===== config.mk =====
export PLATFORM = sky130hd
export DESIGN_NAME = reset_sequencer
export DESIGN_NICKNAME = d
export VERILOG_FILES = /design/src/rtl/reset_sequencer.sv
export SDC_FILE = /design/constraint.sdc
export NUM_CORES = 1
export LEC_CHECK = 0
export BUFFER_PORTS_ARGS = -buffer_cell sky130_fd_sc_hd__buf_2
export CAP_MARGIN = 20
export CORE_UTILIZATION = 50
export DETAILED_ROUTE_END_ITERATION = 6
export GPL_ROUTABILITY_DRIVEN = 0
export PLACE_DENSITY = 0.7
export SETUP_SLACK_MARGIN = 0.5
export SYNTH_ARGS = -nofsm -noshare
export SYNTH_HDL_FRONTEND = slang
export SYNTH_SLANG_ARGS = --single-unit

===== constraint.sdc =====
create_clock -name clk -period 3.05 [get_ports clk]
set_clock_uncertainty 0.15 [all_clocks]
set_input_delay 0.305 -clock clk [delete_from_list [all_inputs] [get_ports clk]]
set_output_delay 0.305 -clock clk [all_outputs]
set_load 0.02 [all_outputs]

===== src/rtl/reset_sequencer.sv =====
// -----------------------------------------------------------------------------
// reset_sequencer
//
// Consumer side of the fabric reset. Waits for FABRIC_RESET_N and a qualified
// PLL lock, then releases the RISC-V subsystem resets in a fixed order:
// memory, then bus, then core. The sequence re-runs on PLL lock loss, a
// software reset request or a watchdog reset request, and the cause of the
// last re-run is recorded.
//
// Ports:
//   clk              in   system clock
//   fabric_reset_n   in   asynchronous active-low reset (deasserted sync to clk)
//   pll_lock         in   asynchronous PLL lock, two-flop synchronized here
//   mem_init_done    in   memory initialisation complete (clk domain)
//   sw_rst_req       in   software reset request, single-cycle pulse
//   wdt_rst_req      in   watchdog reset request, single-cycle pulse
//   mem_reset_n      out  memory reset, active-low
//   bus_reset_n      out  interconnect reset, active-low
//   core_reset_n     out  CPU core reset, active-low
//   seq_done         out  high while in RUN
//   rst_cause        out  cause of last sequence: 00 POR, 01 lock loss,
//                         10 SW, 11 WDT
//   init_timeout_err out  sticky memory-init timeout flag
//   seq_state        out  current FSM state (debug visibility)
//
// Handshake note: there is no valid/ready traffic in this block. The request
// inputs are single-cycle pulses sampled on the rising clock edge; they are
// acted upon only outside ASSERT and are otherwise dropped.
// -----------------------------------------------------------------------------
module reset_sequencer #(
   parameter int HOLD_CYCLES  = 8,
   parameter int STAGE_DELAY  = 4,
   parameter int INIT_TIMEOUT = 64,
   parameter int CNT_W        = 16
) (
   input  logic       clk,
   input  logic       fabric_reset_n,
   input  logic       pll_lock,
   input  logic       mem_init_done,
   input  logic       sw_rst_req,
   input  logic       wdt_rst_req,
   output logic       mem_reset_n,
   output logic       bus_reset_n,
   output logic       core_reset_n,
   output logic       seq_done,
   output logic [1:0] rst_cause,
   output logic       init_timeout_err,
   output logic [2:0] seq_state
);

   // ---------------------------------------------------------------------------
   // Parameter sanity: the counter has to reach the largest terminal count.
   // ---------------------------------------------------------------------------
   localparam int MAX_COUNT = (HOLD_CYCLES > STAGE_DELAY) ?
                              ((HOLD_CYCLES > INIT_TIMEOUT) ? HOLD_CYCLES : INIT_TIMEOUT) :
                              ((STAGE_DELAY > INIT_TIMEOUT) ? STAGE_DELAY : INIT_TIMEOUT);

   generate
      if (CNT_W < $clog2(MAX_COUNT + 1)) begin : g_bad_cnt_w
         $error("reset_sequencer: CNT_W too small for the configured delays");
      end
      if (HOLD_CYCLES < 1 || STAGE_DELAY < 1 || INIT_TIMEOUT < 1) begin : g_bad_delay
         $error("reset_sequencer: all delay parameters must be at least 1");
      end
   endgenerate

   // A state with count N exits on the edge where the sampled counter is N-1.
   localparam logic [CNT_W-1:0] HOLD_LAST    = CNT_W'(HOLD_CYCLES - 1);
   localparam logic [CNT_W-1:0] STAGE_LAST   = CNT_W'(STAGE_DELAY - 1);
   localparam logic [CNT_W-1:0] TIMEOUT_LAST = CNT_W'(INIT_TIMEOUT - 1);

   localparam logic [1:0] CAUSE_POR  = 2'b00;
   localparam logic [1:0] CAUSE_LOCK = 2'b01;
   localparam logic [1:0] CAUSE_SW   = 2'b10;
   localparam logic [1:0] CAUSE_WDT  = 2'b11;

   typedef enum logic [2:0] {
      ST_ASSERT    = 3'd0,
      ST_WAIT_LOCK = 3'd1,
      ST_WAIT_MEM  = 3'd2,
      ST_REL_BUS   = 3'd3,
      ST_RUN       = 3'd4
   } state_t;

   state_t           state;
   state_t           next_state;
   logic [CNT_W-1:0] cnt;
   logic [CNT_W-1:0] next_cnt;
   logic [1:0]       next_cause;
   logic             next_err;
   logic             reentry;
   logic [1:0]       reentry_cause;

   // ---------------------------------------------------------------------------
   // PLL lock synchronizer. Both flops reset to 0 so the sequencer never sees
   // a stale "locked" value coming out of reset.
   // ---------------------------------------------------------------------------
   logic lock_meta;
   logic lock_sync;

   always_ff @(posedge clk or negedge fabric_reset_n) begin
      if (!fabric_reset_n) begin
         lock_meta <= 1'b0;
         lock_sync <= 1'b0;
      end else begin
         lock_meta <= pll_lock;
         lock_sync <= lock_meta;
      end
   end

   // ---------------------------------------------------------------------------
   // Re-entry request decode. ASSERT ignores every request; lock loss is not a
   // re-entry cause inside WAIT_LOCK because that state qualifies lock itself.
   // Priority: watchdog, then lock loss, then software.
   // ---------------------------------------------------------------------------
   always_comb begin
      reentry       = 1'b0;
      reentry_cause = CAUSE_POR;
      if (state != ST_ASSERT) begin
         if (wdt_rst_req) begin
            reentry       = 1'b1;
            reentry_cause = CAUSE_WDT;
         end else if (!lock_sync && (state != ST_WAIT_LOCK)) begin
            reentry       = 1'b1;
            reentry_cause = CAUSE_LOCK;
         end else if (sw_rst_req) begin
            reentry       = 1'b1;
            reentry_cause = CAUSE_SW;
         end
      end
   end

   // ---------------------------------------------------------------------------
   // Next-state, counter, cause and error-flag logic.
   // ---------------------------------------------------------------------------
   always_comb begin
      next_state = state;
      next_cnt   = cnt + 1'b1;
      next_cause = rst_cause;
      next_err   = init_timeout_err;

      if (reentry) begin
         // Re-entry wins over any stage transition due on the same edge.
         next_state = ST_ASSERT;
         next_cnt   = '0;
         next_cause = reentry_cause;
      end else begin
         unique case (state)
            ST_ASSERT: begin
               if (cnt == HOLD_LAST) begin
                  next_state = ST_WAIT_LOCK;
                  next_cnt   = '0;
               end
            end

            ST_WAIT_LOCK: begin
               // Only consecutive locked cycles count toward qualification.
               if (!lock_sync) begin
                  next_cnt = '0;
               end else if (cnt == STAGE_LAST) begin
                  next_state = ST_WAIT_MEM;
                  next_cnt   = '0;
               end
            end

            ST_WAIT_MEM: begin
               // Done is checked first so it wins over a coincident timeout.
               if (mem_init_done) begin
                  next_state = ST_REL_BUS;
                  next_cnt   = '0;
               end else if (cnt == TIMEOUT_LAST) begin
                  next_state = ST_ASSERT;
                  next_cnt   = '0;
                  next_err   = 1'b1;
               end
            end

            ST_REL_BUS: begin
               if (cnt == STAGE_LAST) begin
                  next_state = ST_RUN;
                  next_cnt   = '0;
               end
            end

            ST_RUN: begin
               // Nothing times out in RUN; hold the counter still.
               next_cnt = cnt;
            end

            default: begin
               next_state = ST_ASSERT;
               next_cnt   = '0;
            end
         endcase
      end
   end

   // ---------------------------------------------------------------------------
   // State, counter and status registers.
   // ---------------------------------------------------------------------------
   always_ff @(posedge clk or negedge fabric_reset_n) begin
      if (!fabric_reset_n) begin
         state            <= ST_ASSERT;
         cnt              <= '0;
         rst_cause        <= CAUSE_POR;
         init_timeout_err <= 1'b0;
      end else begin
         state            <= next_state;
         cnt              <= next_cnt;
         rst_cause        <= next_cause;
         init_timeout_err <= next_err;
      end
   end

   // ---------------------------------------------------------------------------
   // Reset outputs are registered from next_state so each one moves on the
   // same edge as the state transition that releases or asserts it.
   // ---------------------------------------------------------------------------
   always_ff @(posedge clk or negedge fabric_reset_n) begin
      if (!fabric_reset_n) begin
         mem_reset_n  <= 1'b0;
         bus_reset_n  <= 1'b0;
         core_reset_n <= 1'b0;
         seq_done     <= 1'b0;
      end else begin
         mem_reset_n  <= (next_state == ST_WAIT_MEM) ||
                         (next_state == ST_REL_BUS)  ||
                         (next_state == ST_RUN);
         bus_reset_n  <= (next_state == ST_REL_BUS)  ||
                         (next_state == ST_RUN);
         core_reset_n <= (next_state == ST_RUN);
         seq_done     <= (next_state == ST_RUN);
      end
   end

   assign seq_state = state;

   // ---------------------------------------------------------------------------
   // Release ordering: bus never out of reset while memory is held, core
   // never out of reset while bus is held; seq_done tracks the core release.
   // ---------------------------------------------------------------------------
   a_release_order : assert property (
      @(posedge clk) disable iff (!fabric_reset_n)
         (!bus_reset_n || mem_reset_n) && (!core_reset_n || bus_reset_n)
   );

   a_done_matches_core : assert property (
      @(posedge clk) disable iff (!fabric_reset_n)
         seq_done == core_reset_n
   );

endmodule

==> reports/qor.csv, run 1 <==
stage;metric;value;unit
sta;fmaxAchievable;0.428;GHz
grt;globalRouteTotalUtil;0.201;
synth;syn_area;1500;µm²
synth;syn_avg_cell_area;9.18;µm²
power_and_ir_drop;p_per_area;778;nW/µm²
setup_path;startpoint_type;flop;
clock_tree;cts-root-buf;clkbuf_4;
sta;rsz0062_at_grt;false;
sta;setup_viol;0;
setup_path;arrival;2.47;ns
power_and_ir_drop;vdd_drop_max;0.414;mV
setup_path;crit_slowest_cell;dfrtp_1;
sta;maxSlewViolCount;0;
sta;worstMarginPinSlew;0.610;ns
sta;fin_crit;2.33;ns
finish;area_growth;11.0;%
synth;synth_cell_types;44;
power_and_ir_drop;leakage;0.803;nW
clock_tree;clockBufferDepth;2;
power_and_ir_drop;switching_share;0.448;
setup_path;cp-end-kind;flop;
floorplan;core;2810;µm²
grt;overflow;0;
floorplan;initial_utilization;0.533;
outcome;status;finished, violations left;
clock_tree;cts_max_level;1;
synth;synth_seq_cells;27;
drt;wl_per_cell;15.1;µm
setup_path;worst-setup-path-type;flop to flop;
floorplan;die_h;56.7;µm
finish;final_cells;210;
grt;grt_max_degree;28;
power_and_ir_drop;seqPwrFrac;0.385;
synth;syn-num-nets;170;
sta;hold_viol_final;0;
placement;port-buffer-count;15;
setup_path;cp_num_buf_inv;0;
floorplan;rows;19;
synth;synth_edf_count;0;
finish;drive_above_1_share;0.162;
setup_path;cp.required;3.18;ns
finish;fin_area;1660;µm²
drt;vias_per_cell;6.10;
flow_run;cap_violations;0;
finish;final_cell_mix;dfrtp_1, nand2_1, o21ai_0, buf_2, nor2_1;
floorplan;die_area;3220;µm²
sta;slew_headroom;0.593;
sta;finalCritPeriodShare;0.765;
synth;synthCells;163;
clock_tree;cts_tree;done;
synth;postSynth.asyncResetShare;1.00;
clock_tree;insertion_delay;0.33;ns
placement;dp_cells;203;
clock_tree;cts_buffers;3;
drt;wl;3170;µm
floorplan;ios;16;
grt;antenna_found_initial;0;
synth;yosysWarnings;0;
grt;grt_pass1_vias;1148;
sta;setup_tns;0;ns
floorplan;chipWidth;56.7;µm
setup_path;cpPeakStageDelay;0.45;ns
power_and_ir_drop;p_clk_frac;0.121;
power_and_ir_drop;p_comb_frac;0.494;
clock_tree;clock_sinks;27;
power_and_ir_drop;p_switching;0.579;mW
power_and_ir_drop;p_int;0.714;mW
synth;ys_seq_area_frac;0.452;
drt;ant_nets;0;
drt;drt_first_pass_iters;6;
outcome;violations;DRC;
setup_path;path_cells;ha_1 > nor4b_2 > a211oi_1 > a221oi_2 > a211o_4 > nor4_1 > a21o_1;
placement;place_area;1570;µm²
finish;mostFrequentLayoutCell;dfrtp_1;
drt;vias;1281;
grt;grt_pass1_wl;5090;µm
drt;drcViolationCount;2;
finish;n_antenna_cell;0;
setup_path;crit_family;compound AO/OA/AOI/OAI gates;
placement;place_hpwl;2080;µm
synth;synth_ff_type;dfrtp_1;
finish;fin_nets;187;
worst_hold_path;min_path_type;input port to flop;
clock_tree;clk_pin_slew_worst_paths;0.14;ns
setup_path;worstPathMaxFanout;13;
drt;first_iter_violations;50;
## registers in the layout (all words and copies together) (netlist names)
signal,count
seq_state,3
bus_reset_n,1
init_timeout_err,1
mem_reset_n,1
seq_done,1
lock_sync,1
rst_cause,2
lock_meta,1
cnt,16
## per-stage QoR
step                worst slack (ns)  power (mW)  hold WS [ns]   util
global placement               0.676        1.04         0.186  0.561
detailed placement             0.570        1.06         0.193  0.561
CTS                            0.543        1.22        0.0970  0.578
floorplan                      0.916       0.969        -0.141      -
global route                   0.518        1.39         0.112  0.592
finish                         0.716        1.29         0.108  0.592
## worst paths after layout
check,startpoint,to,slack (ns),cells past startpoint
setup / recovery,cnt[0],cnt[11],0.72,7
hold / removal,wdt_rst_req,rst_cause[1],0.11,2
setup reg to reg,cnt[0],cnt[11],0.72,7
hold reg to reg,lock_meta,lock_sync,0.22,0
max in group asynchronous,fabric_reset_n,cnt[0],2.00,2
min in group asynchronous,fabric_reset_n,seq_done,0.35,2
## power groups by stage
| stage | Clock, mW | Sequential, mW | Combinational (mW) |
|---|---|---|---|
| 2_1_floorplan | 0 | 0.513 | 0.456 |
| 4_1_cts | 0.160 | 0.491 | 0.566 |
| 6_report | 0.156 | 0.497 | 0.639 |
| 5_1_grt | 0.169 | 0.509 | 0.712 |
| 3_3_place_gp | 0 | 0.494 | 0.545 |
| 3_5_place_dp | 0 | 0.498 | 0.562 |
## cell usage after synthesis, types with 3 or more instances
library cell  instances  share of area
nor2_1               10          0.025
inv_1                 5          0.013
o21ai_0              17          0.057
xor2_1                4          0.023
nand3_1               9          0.030
nand2b_1              3          0.013
dfrtp_1              27           0.45
and3_1                7          0.029
a21o_1                6          0.030
o21ai_1               5          0.017
nand2_1              20          0.050
nor3b_1               5          0.025
o2bb2ai_1             4          0.023
nor4_1                3          0.013
nor3_1                5          0.017
## worst reg2reg max path, delay by kind of cell, from the launching register on
family,cells,cell delay [ns]
simple gates,2,0.47
flops,1,0.45
compound gates,4,0.94
fa+ha+maj,1,0.28
## final cells by class
cell class | count | area [µm²]
flip-flops and latches | 27 | 676
multi-input cells | 126 | 805
clock inverters | 1 | 5.00
clock buffers | 3 | 22.5
inverters | 5 | 18.8
well taps | 31 | 38.8
fillers | 238 | 1140
repair buffers | 17 | 95.1
## routing by layer
| layer | vias to the layer above | track usage | part of all wire |
|---|---|---|---|
| met5 | - | 0 | 0 |
| met4 | 0 | 0.0643 | 0.011 |
| met3 | 5 | 0.0230 | 0.028 |
| met2 | 25 | 0.328 | 0.48 |
| met1 | 619 | 0.278 | 0.49 |
| li1 | 632 | - | - |
## cells by family after synthesis
| kind of cell | synth area share |
|---|---|
| simple gates | 0.255 |
| buf+inv | 0.0368 |
| xor+xnor | 0.0293 |
| compound gates | 0.219 |
| flops | 0.452 |
| fa+ha+maj | 0.00836 |
## what timing repair did
item	4_1_cts	5_1_grt
buffers inserted	0	0
resized for setup	0	4
hold buffers	2	0
endpoints found under the hold margin	28	0
endpoints found under the setup margin	0	18
Power figures use the tool's default switching activity.
==> run 2, diff against run 1 <==
clock period = 2.3 ns   (was 3.05 ns; I/O delays follow)
==> reports/qor.csv, run 2 (synthesis gave the netlist of run 1 again) <==
stage;metric;value;unit;change
outcome;status;finished, violations left;;
outcome;violations;DRC;;
clock_tree;clk_pin_slew_worst_paths;0.14;ns;about the same
sta;maxSlewViolCount;0;;unchanged
clock_tree;cts_buffers;3;;unchanged
power_and_ir_drop;vdd_drop_max;0.624;mV;+51%
sta;fmaxAchievable;0.479;GHz;+12%
placement;port-buffer-count;15;;unchanged
floorplan;chipWidth;56.7;µm;unchanged
floorplan;rows;19;;unchanged
grt;grt_max_degree;28;;unchanged
drt;drcViolationCount;4;;+2
setup_path;worstPathMaxFanout;10;;-3
finish;drive_above_1_share;0.374;;+0.212
finish;final_cell_mix;dfrtp_1, buf_4, nand2_1, buf_2, o21ai_0;;
drt;drt_first_pass_iters;6;;unchanged
drt;wl;4180;µm;+32%
drt;wl_per_cell;17.9;µm;+18%
clock_tree;cts_max_level;1;;unchanged
clock_tree;insertion_delay;0.33;ns;about the same
setup_path;worst-setup-path-type;flop to flop;;
drt;ant_nets;0;;unchanged
finish;area_growth;36.2;%;
setup_path;startpoint_type;flop;;
sta;worstMarginPinSlew;0.601;ns;-0.00951 ns
sta;fin_crit;2.09;ns;-0.248 ns
finish;n_antenna_cell;0;;unchanged
grt;grt_pass1_wl;7010;µm;+38%
floorplan;core;2810;µm²;unchanged
power_and_ir_drop;p_per_area;1090;nW/µm²;+40%
grt;grt_pass1_vias;1434;;+25%
clock_tree;clockBufferDepth;2;;unchanged
sta;setup_viol;0;;unchanged
drt;first_iter_violations;90;;+80%
sta;rsz0062_at_grt;true;;
sta;finalCritPeriodShare;0.907;;+0.142
worst_hold_path;min_path_type;input port to flop;;
grt;globalRouteTotalUtil;0.290;;+0.0892
floorplan;initial_utilization;0.533;;unchanged
grt;overflow;0;;unchanged
finish;mostFrequentLayoutCell;dfrtp_1;;
floorplan;die_h;56.7;µm;unchanged
finish;largest_reg_flops;16;;unchanged
finish;top_register;cnt;;
grt;antenna_found_initial;0;;unchanged
setup_path;cp-end-kind;flop;;
clock_tree;cts_tree;done;;
sta;slew_headroom;0.599;;+0.00634
flow_run;cap_violations;0;;unchanged
floorplan;die_area;3220;µm²;unchanged
finish;fin_nets;211;;+13%
setup_path;arrival;2.22;ns;-0.25 ns
sta;setup_tns;0;ns;unchanged
drt;vias;1427;;+11%
clock_tree;clock_sinks;27;;unchanged
placement;place_hpwl;2340;µm;+12%
placement;dpl_worst_slack;0.0364;ns;-0.533 ns
drt;vias_per_cell;6.10;;about the same
floorplan;ios;16;;unchanged
clock_tree;cts-root-buf;clkbuf_4;;
power_and_ir_drop;leakage;0.989;nW;+23%
sta;hold_viol_final;0;;unchanged
setup_path;cp.required;2.44;ns;-0.74 ns
sta;setup_slack;0.214;ns;-0.502 ns
run 2: cell types whose count changed in the layout (fill, tap and decap cells not counted), moves of 3 or more:
cell	change
buf_4	+20
dfrtp_1	-4
buf_6	+3
o21ai_0	-5
nor4_1	-3
o21ai_2	+4
dfrtp_2	+4
run 2: final timing paths:
check	from	end	slack [ns]	cells past startpoint
min	wdt_rst_req	rst_cause[1]	0.03	2
max in group asynchronous	fabric_reset_n	seq_state[0]	1.30	2
max	cnt[0]	cnt[12]	0.21	7
min reg2reg	lock_meta	lock_sync	0.22	0
min in group asynchronous	fabric_reset_n	rst_cause[1]	0.27	2
max reg2reg	cnt[0]	cnt[12]	0.21	7
run 2: power breakdown:
part / internal (mW) / switching [mW]
sequential: 0.560 / 0.0953
clock: 0.0682 / 0.138
combinational: 0.632 / 0.729
run 2: per-layer routing:
| layer | wire length (µm) | share of wire | GRT usage |
|---|---|---|---|
| met5 | 0 | 0 | 0 |
| met4 | 67 | 0.016 | 0.121 |
| met3 | 173 | 0.041 | 0.0415 |
| met2 | 2040 | 0.49 | 0.495 |
| met1 | 1900 | 0.45 | 0.365 |
run 2: timing repair:
item	4_1_cts	5_1_grt
gates cloned	2	0
endpoints found under the hold margin	28	0
endpoints found under the setup margin	22	22
buffers inserted	15	0
gates resized for setup	28	15
pin swaps	9	7
hold buffers	2	0
run 2: critical path: stages (launching register included):
cell      delay, ns
dfrtp_2        0.46
ha_4           0.17
nor4b_4        0.14
a211oi_4       0.30
a221oi_4       0.08
a211o_4        0.40
nor4b_2        0.23
a21o_1         0.11
run 2: area by class of cell:
| type | count | area, µm² |
|---|---|---|
| Multi-Input combinational cell | 127 | 995 |
| Tap cell | 31 | 38.8 |
| Clock buffer | 4 | 26.3 |
| Timing Repair Buffer | 40 | 279 |
| Sequential cell | 27 | 681 |
| Inverter | 5 | 18.8 |
| Fill cell | 189 | 767 |
run 2: per-stage QoR:
stage | total power, mW | hold WS, ns | area [µm²] | utilization | std cells
floorplan | 1.33 | -0.216 | 1530 | - | 163
global placement | 1.47 | 0.118 | 1670 | 0.596 | 211
global route | 2.35 | 0.0377 | 2040 | 0.727 | 234
detailed placement | 1.49 | 0.122 | 1670 | 0.596 | 211
CTS | 2.12 | 0.0224 | 1970 | 0.702 | 234
finish | 2.22 | 0.0320 | 2040 | 0.727 | 234
==> run 3, diff against run 2 <==
CORE_UTILIZATION = 45   (was 50)
PLACE_DENSITY = not set   (was 0.7)
clock period = 2.1 ns   (was 2.3 ns; I/O delays follow)
==> reports/qor.csv, run 3 (synthesis gave the netlist of run 1 again) <==
stage;metric;value;unit;change
grt;grt_pass1_wl;6520;µm;-7.0%
placement;port-buffer-count;15;;unchanged
placement;dpl_worst_slack;-0.110;ns;-0.147 ns
finish;top_register;cnt;;
sta;fin_crit;2.19;ns;+0.105 ns
finish;mostFrequentLayoutCell;buf_4;;
setup_path;cp-end-kind;flop;;
drt;ant_nets;0;;unchanged
worst_hold_path;min_path_type;input port to flop;;
floorplan;core;3100;µm²;+11%
floorplan;chipWidth;59.7;µm;+5.2%
floorplan;initial_utilization;0.482;;-0.0512
finish;fin_nets;224;;+6.2%
placement;place_hpwl;2570;µm;+9.6%
setup_path;rrSetupSlack;-0.09;ns;-0.31 ns
floorplan;rows;20;;+1
outcome;status;finished, violations left;;
grt;grt_max_degree;28;;unchanged
grt;globalRouteTotalUtil;0.244;;-0.0459
grt;overflow;0;;unchanged
finish;area_growth;46.7;%;
clock_tree;insertion_delay;0.33;ns;about the same
sta;fmaxAchievable;0.456;GHz;-4.8%
power_and_ir_drop;leakage;1.07;nW;+7.9%
finish;largest_reg_flops;16;;unchanged
clock_tree;clock_sinks;27;;unchanged
floorplan;ios;16;;unchanged
grt;antenna_found_initial;0;;unchanged
finish;fin_area;2200;µm²;+7.7%
clock_tree;clockBufferDepth;2;;unchanged
sta;slew_headroom;0.610;;+0.0101
clock_tree;cts_tree;done;;
setup_path;cp.required;2.23;ns;-0.21 ns
clock_tree;clk_pin_slew_worst_paths;0.15;ns;about the same
finish;final_cell_mix;buf_4, dfrtp_1, nand2_1, buf_2, o21ai_2;;
setup_path;arrival;2.33;ns;+0.11 ns
clock_tree;cts_max_level;1;;unchanged
clock_tree;cts_buffers;3;;unchanged
clock_tree;cts-root-buf;clkbuf_4;;
outcome;violations;setup timing;;
finish;final_cells;260;;+11%
power_and_ir_drop;power;2.73;mW;+23%
flow_run;cap_violations;0;;unchanged
finish;drive_above_1_share;0.431;;+0.0562
floorplan;die_area;3560;µm²;+11%
sta;worstMarginPinSlew;0.586;ns;-0.0152 ns
power_and_ir_drop;vdd_drop_max;0.754;mV;+21%
sta;hold_viol_final;0;;unchanged
drt;vias;1525;;+6.9%
drt;first_iter_violations;97;;+7.8%
drt;vias_per_cell;5.87;;-3.8%
grt;grt_pass1_vias;1416;;-1.3%
power_and_ir_drop;p_per_area;1240;nW/µm²;+14%
drt;drt_first_pass_iters;4;;-2
finish;n_antenna_cell;0;;unchanged
drt;drcViolationCount;0;;-4
placement;place_area;1870;µm²;+12%
sta;rsz0062_at_grt;true;;
drt;wl;4310;µm;+3.1%
sta;maxSlewViolCount;0;;unchanged
placement;dp_cells;246;;+17%
setup_path;worst-setup-path-type;flop to flop;;
drt;wl_per_cell;16.6;µm;-7.2%
sta;setup_slack;-0.0912;ns;-0.305 ns
sta;finalCritPeriodShare;1.04;;+0.137
sta;setup_viol;11;;+11
setup_path;worstPathMaxFanout;9;;-1
floorplan;die_h;59.7;µm;+5.2%
setup_path;startpoint_type;flop;;
[run 3: cell types whose count changed in the layout (fill, tap and decap cells not counted), moves of 2 or more]
| cell | before | now |
|---|---|---|
| buf_4 | 20 | 30 |
| buf_6 | 3 | 5 |
| dfrtp_1 | 23 | 26 |
| dfrtp_2 | 4 | 1 |
| o21ai_0 | 12 | 8 |
| o21ai_1 | 6 | 4 |
| o21ai_2 | 4 | 10 |
[run 3: path summary, 6_finish.rpt]
kind / to / depth (start not counted) / start
setup / recovery: cnt[6] / 6 / seq_state[2]
hold / removal: rst_cause[1] / 2 / wdt_rst_req
setup reg to reg: cnt[6] / 6 / seq_state[2]
hold reg to reg: lock_sync / 0 / lock_meta
max in group asynchronous: seq_state[0] / 2 / fabric_reset_n
min in group asynchronous: cnt[8] / 2 / fabric_reset_n
[run 3: final cells by class]
| cell class | count | area [µm²] |
|---|---|---|
| Fill cell | 260 | 907 |
| Clock buffer | 3 | 22.5 |
| Tap cell | 44 | 55.1 |
| Sequential cell | 27 | 677 |
| Clock inverter | 1 | 7.51 |
| Inverter | 5 | 18.8 |
| Multi-Input combinational cell | 127 | 1020 |
| Timing Repair Buffer | 53 | 397 |
[run 3: report_power, final]
group,internal (mW),switching [mW]
Combinational,0.878,0.922
Sequential,0.610,0.0800
Clock,0.0729,0.162
Total,1.56,1.16
[run 3: worst max-delay path, cell delays in order, from the launching register on]
cell      delay, ns
dfrtp_1        0.47
nand2b_1       0.24
a211oi_2       0.41
a221oi_4       0.11
a211o_4        0.43
nor3_1         0.22
a21o_1         0.12
[run 3: layer usage]
layer  share of wire  routed length (µm)  global-route usage
met2            0.49                2120               0.390
met5               0                   0                   0
met1            0.42                1800               0.328
met3           0.060                 258              0.0346
met4           0.032                 136               0.110
[run 3: repair_timing]
action / CTS / global route
endpoints found under the hold margin: 28 / 0
endpoints found under the setup margin: 23 / 23
cloned: 2 / 0
pin swaps: 6 / 15
hold buffers: 2 / 0
resized for setup: 10 / 40
setup buffers: 1 / 5
[run 3: through the flow]
step                      utilization  hold WS, ns  TNS [ns]
final                           0.708       0.0332    -0.569
after global routing            0.708       0.0460    -0.929
after CTS                       0.642       0.0307         0
after detailed placement        0.602       0.0959    -0.792
after floorplan                     -       -0.236         0
after global placement          0.602       0.0996    -0.281
